[src/rtl/nibble_assembler_pkg.sv]
// nibble_assembler_pkg: shared FSM state type and nibble/index widths.
package nibble_assembler_pkg;
    typedef enum logic {FILL, FULL} state_t;
    localparam int NIB_W = 4;
    localparam int IDX_W = 3;
endpackage

[src/rtl/nibble_assembler_if.sv]
// nibble_assembler_if: nibble input, word output and status handshake bundle.
interface nibble_assembler_if import nibble_assembler_pkg::*; #(parameter int NIBBLES = 8);
    logic [NIB_W-1:0]         nib;
    logic                     nib_valid;
    logic                     nib_ready;
    logic                     clear;
    logic [NIB_W*NIBBLES-1:0] word;
    logic                     word_valid;
    logic                     word_ready;
    logic [IDX_W-1:0]         idx;
    logic                     ovf;
    modport master (output nib, nib_valid, clear, word_ready,
                    input  nib_ready, word, word_valid, idx, ovf);
    modport slave  (input  nib, nib_valid, clear, word_ready,
                    output nib_ready, word, word_valid, idx, ovf);
endinterface

[src/rtl/nibble_assembler_demux.sv]
// nib_demux_1to8: one-hot nibble slot write enable from idx and accept strobe.
module nib_demux_1to8 import nibble_assembler_pkg::*; (
    input  logic [IDX_W-1:0] idx,
    input  logic             acc,
    output logic [7:0]       we
);
    assign we = acc ? 8'd1 << idx : 8'd0;
endmodule

[src/rtl/nibble_assembler.sv]
// nibble_assembler: packs NIBBLES accepted nibbles (LSB first) into one word.
module nibble_assembler import nibble_assembler_pkg::*; #(
    parameter int NIBBLES = 8
) (
    input logic clk,
    input logic reset,
    nibble_assembler_if.slave bus
);
    state_t                   state, state_n;
    logic                     acc, last;
    logic [7:0]               we;
    logic [IDX_W-1:0]         idx;
    logic [NIB_W*NIBBLES-1:0] word;
    logic                     ovf;
    assign acc            = bus.nib_valid && state == FILL;
    assign last           = idx == IDX_W'(NIBBLES - 1);
    assign bus.nib_ready  = state == FILL;
    assign bus.word_valid = state == FULL;
    assign bus.word       = word;
    assign bus.idx        = idx;
    assign bus.ovf        = ovf;
    nib_demux_1to8 u_demux (.idx(idx), .acc(acc), .we(we));
    always_comb begin
        state_n = state;
        state_n = bus.clear ? FILL :
                  state == FULL ? (bus.word_ready ? FILL : FULL) :
                  (acc && last ? FULL : FILL);
    end
    always_ff @(posedge clk) begin
        if (reset) state <= FILL;
        else       state <= state_n;
    end
    // Nibble writes only happen in FILL, so they never collide with the FULL drain clear.
    always_ff @(posedge clk) begin
        if (reset || bus.clear) begin
            idx  <= '0;
            word <= '0;
            ovf  <= 1'b0;
        end else begin
            ovf <= ovf | (state == FULL && bus.nib_valid);
            if (state == FULL && bus.word_ready) word <= '0;
            for (int i = 0; i < NIBBLES; i++)
                if (we[i]) word[NIB_W*i +: NIB_W] <= bus.nib;
            if (acc) idx <= last ? '0 : idx + 1'b1;
        end
    end
endmodule

[src/flat_wrapper.sv]
// flat-port wrapper written by rule: the top's interface ports become plain ports
module nibble_assembler_flat import nibble_assembler_pkg::*;
#(
    parameter int NIBBLES = 8
)
  (clk, reset, bus_nib, bus_nib_valid, bus_clear, bus_word_ready, bus_nib_ready, bus_word, bus_word_valid, bus_idx, bus_ovf);
  nibble_assembler_if #(.NIBBLES(NIBBLES)) bus_i ();
  input logic clk;
  input logic reset;
  input wire logic [$bits(bus_i.nib)-1:0] bus_nib;
  input wire logic [$bits(bus_i.nib_valid)-1:0] bus_nib_valid;
  input wire logic [$bits(bus_i.clear)-1:0] bus_clear;
  input wire logic [$bits(bus_i.word_ready)-1:0] bus_word_ready;
  output wire logic [$bits(bus_i.nib_ready)-1:0] bus_nib_ready;
  output wire logic [$bits(bus_i.word)-1:0] bus_word;
  output wire logic [$bits(bus_i.word_valid)-1:0] bus_word_valid;
  output wire logic [$bits(bus_i.idx)-1:0] bus_idx;
  output wire logic [$bits(bus_i.ovf)-1:0] bus_ovf;
  assign bus_i.nib = bus_nib;
  assign bus_i.nib_valid = bus_nib_valid;
  assign bus_i.clear = bus_clear;
  assign bus_i.word_ready = bus_word_ready;
  assign bus_nib_ready = bus_i.nib_ready;
  assign bus_word = bus_i.word;
  assign bus_word_valid = bus_i.word_valid;
  assign bus_idx = bus_i.idx;
  assign bus_ovf = bus_i.ovf;
  nibble_assembler #(.NIBBLES(NIBBLES)) u_core (.clk(clk), .reset(reset), .bus(bus_i));
endmodule
[config.mk]
export PLATFORM = sky130hd
export DESIGN_NAME = nibble_assembler_flat
export DESIGN_NICKNAME = d
export VERILOG_FILES = /design/src/rtl/nibble_assembler_pkg.sv /design/src/rtl/nibble_assembler_if.sv /design/src/rtl/nibble_assembler_demux.sv /design/src/rtl/nibble_assembler.sv /design/src/flat_wrapper.sv
export SDC_FILE = /design/constraint.sdc
export NUM_CORES = 1
export LEC_CHECK = 0
export ABC_AREA = 0
export BUFFER_PORTS_ARGS = -buffer_cell sky130_fd_sc_hd__buf_2
export CORE_MARGIN = 2
export CORE_UTILIZATION = 54
export CTS_BUF_LIST = sky130_fd_sc_hd__clkbuf_16
export CTS_CLUSTER_DIAMETER = 80
export DETAILED_ROUTE_END_ITERATION = 10
export MAX_ROUTING_LAYER = met4
export PLACE_DENSITY = 0.94
export SLEW_MARGIN = 20
export SYNTH_ARGS = -nofsm -noshare
export SYNTH_HDL_FRONTEND = slang
export SYNTH_SLANG_ARGS = --single-unit
export TNS_END_PERCENT = 50
[constraint.sdc]
create_clock -name clk -period 4.7 [get_ports clk]
set_clock_uncertainty 0.2 [all_clocks]
set_input_delay 1.175 -clock clk [delete_from_list [all_inputs] [get_ports clk]]
set_output_delay 1.175 -clock clk [all_outputs]
set_load 0.05 [all_outputs]
==> impl_metrics.csv <==
group,metric,value,unit
routing,ant_nets,0,
power,seqPwrFrac,48.1,%
finish,n_antenna_cell,0,
synth,synth_top_area_share,45.8,%
grt,antenna_found_initial,0,
finish,final_nets,241,
placed_design,placed_cell_area,1810,um^2
sta,max_freq,0.359,GHz
routing,avgRoutedWirePerCell,14.7,um
synth,syn_inst,188,
cts,clkLatencyLatePin,0.28,ns
finish,multiInputGateArea,774,um^2
routing,initialDrtViolationCount,71,
cts,path_clk_slew,0.05,ns
worst_setup_path,crit_family,"flip-flops",
die,dieHeight,58.7,um
worst_setup_path,start_kind,"flop",
sta,holdWs,0.265,ns
placed_design,gp_congestion,0.816,
cts,cts_made_buffers,5,
sta,rsz0062_at_grt,"no",
power,p_total,0.000665,W
die,core_area,2810,um^2
finish,fillers,247,
sta,period_share,59.2,%
grt,first_global_vias,1303,
grt,grt_usage,24.5,%
power,leakage,0.783,nW
sta,fin_crit,2.78,ns
worst_setup_path,path_class,"flop to primary output",
placed_design,port_buffers,46,
power,p_clk_share,45.4,%
finish,design_area,1940,um^2
die,dieWidth,58.7,um
grt,grt_max_degree,38,
run,cap_violations,0,
synth,yosysTopAreaCell,"dfxtp_1",
worst_setup_path,crit_buf_inv,1,
sta,fin_ws,1.92,ns
synth,ys_types,20,
power,switching_share,22.3,%
synth,synth_area,1620,um^2
finish,final_cell_mix,"buf_2 (46), dfxtp_1 (37), nand3_1 (36), a21oi_1 (35), nand2_1 (17)",
sta,max-slew-margin-rel,32.1,%
power,peakVddDrop,0.234,mV
routing,drtPass1Iterations,7,
cts,cts_sinks,37,
sta,tns,0,ns
sta,setup_violations,0,
power,p_int,0.000517,W
synth,yosysWarnings,0,
worst_setup_path,crit_fanout,23,
die,ioPinCount,47,
power,p_switching,0.000148,W
routing,dr_total_vias,1505,
worst_setup_path,cp-end-kind,"primary output",
synth,ys.flop_type,"dfxtp_1",
finish,regArea,741,um^2
finish,final_common_cell,"buf_2",
cts,clock_path_buffers,2,
synth,synthArstFlopShare,0,%
worst_setup_path,cp.required,3.32,ns
placed_design,place_hpwl,2400,um
outcome,failed_checks,"design-rule violations",
synth,yosys-top-cells-area,"dfxtp_1 (46%), nand3_1 (11%), a21oi_1 (11%)",
finish,drive_above_1_share,24.0,%
sta,hold_viol,0,
finish,area_growth,19.9,%
worst_setup_path,critPathMaxStageDelay,0.74,ns
power,powerDensity,343,nW/um^2
grt,overflow,0,
cts,htree_levels,2,
worst_setup_path,crit_chain,"buf_2",
routing,drc,4,
die,rows,19,
cts,cts_root_buf,"clkbuf_16",
synth,ys_seq_area_share,45.8,%
synth,synth_fp_nets,204,
hold_path,hold_class,"flop to flop",
routing,post_drt_via_cell_ratio,5.88,
worst_setup_path,cpMaxStageDelayCell,"dfxtp_1",
worst_setup_path,cp.arrival,1.41,ns
die,initial_core_util,57.7,%
synth,postSynthAreaPerCell,8.61,um^2
placed_design,place_ws,2.04,ns
synth,ys_ff_latch,37,
synth,synth_edf_count,0,
cts,cts_tree,"yes",
outcome,outcome,"complete, but fails checks",
sta,tightest_slew,1.02,ns
routing,wirelength,3760,um
sta,drv_slew,0,
cts,cts_resized,0,
cts,cts.hold.buffers_added,0,
cts,cts_setup_buffers,0,
die,die-area,3450,um^2
power,comb_power_share,6.5,%
grt,grt_pass1_wl,6140,um
[metrics by stage]
step | cells | util (%)
after detailed placement | 249 | 64.4
after global placement | 249 | 64.4
after global routing | 256 | 69.1
after floorplan | 188 | -
after CTS | 256 | 69.1
final | 256 | 69.1
[state kept, by name, summed over array words and instances, names as in the netlist]
name,cells
u_core.bus.word,32
u_core.bus.idx,3
u_core.bus.ovf,1
u_core.bus.word_valid,1
[worst register-to-register path, cell delays in order (launching register included)]
cell and delay (ns):
dfxtp_1 0.62, nand2_1 0.74, nand3_1 0.33, a21oi_1 0.09
[Yosys cell counts, types with 2 or more instances]
| cell | number |
|---|---|
| inv_1 | 4 |
| nand4b_1 | 3 |
| nand2b_1 | 2 |
| nand2_1 | 17 |
| nand3b_1 | 3 |
| and4bb_1 | 3 |
| nand4bb_1 | 3 |
| nor2_1 | 4 |
| dfxtp_1 | 37 |
| nand3_1 | 36 |
| nand4_1 | 12 |
| buf_2 | 16 |
| ha_1 | 7 |
| a21oi_1 | 35 |
[kinds of logic after synthesis]
group	Yosys count	share of synthesized area [%]
AO/OA/AOI/OAI	36	11.6
adder cells (fa/ha/maj)	7	5.41
buffers and inverters	21	6.34
flip-flops	37	45.8
multiplexers	1	0.619
AND/OR/NAND/NOR	86	30.2
[final timing paths]
check | slack (ns) | depth (start not counted) | startpoint | end
setup / recovery | 1.92 | 1 | u_core.bus.idx[2]$_SDFFE_PP0N_ | bus_idx[2]
hold / removal | 0.26 | 2 | u_core.bus.word[26]$_SDFFE_PP0P_ | u_core.bus.word[26]$_SDFFE_PP0P_
setup reg to reg | 2.58 | 3 | u_core.bus.word_valid$_SDFF_PP0_ | u_core.bus.word[2]$_SDFFE_PP0P_
hold reg to reg | 0.26 | 2 | u_core.bus.word[26]$_SDFFE_PP0P_ | u_core.bus.word[26]$_SDFFE_PP0P_
[power groups by stage]
stage	combinational [W]	clock (W)	sequential (W)
global placement	0.0000412	0	0.000326
finish	0.0000432	0.000302	0.000320
floorplan	0.0000248	0	0.000334
CTS	0.0000426	0.000307	0.000320
detailed placement	0.0000420	0	0.000326
global route	0.0000465	0.000323	0.000320
[cell type report]
class | instances | area share (%)
sequential | 37 | 38.2
timing repair buffer | 47 | 12.3
inverter | 4 | 0.774
clock inverter | 2 | 0.387
multi-input combinational | 130 | 39.9
clock buffer | 5 | 6.45
tap | 31 | 2.00
[layer usage]
metal | wire length (um) | track usage [%]
met1 | 1610 | 30.4
met2 | 1810 | 37.5
met3 | 282 | 6.81
met4 | 59 | 10.1
met5 | 0 | -
Note: power is estimated with default switching activity, not from simulation.
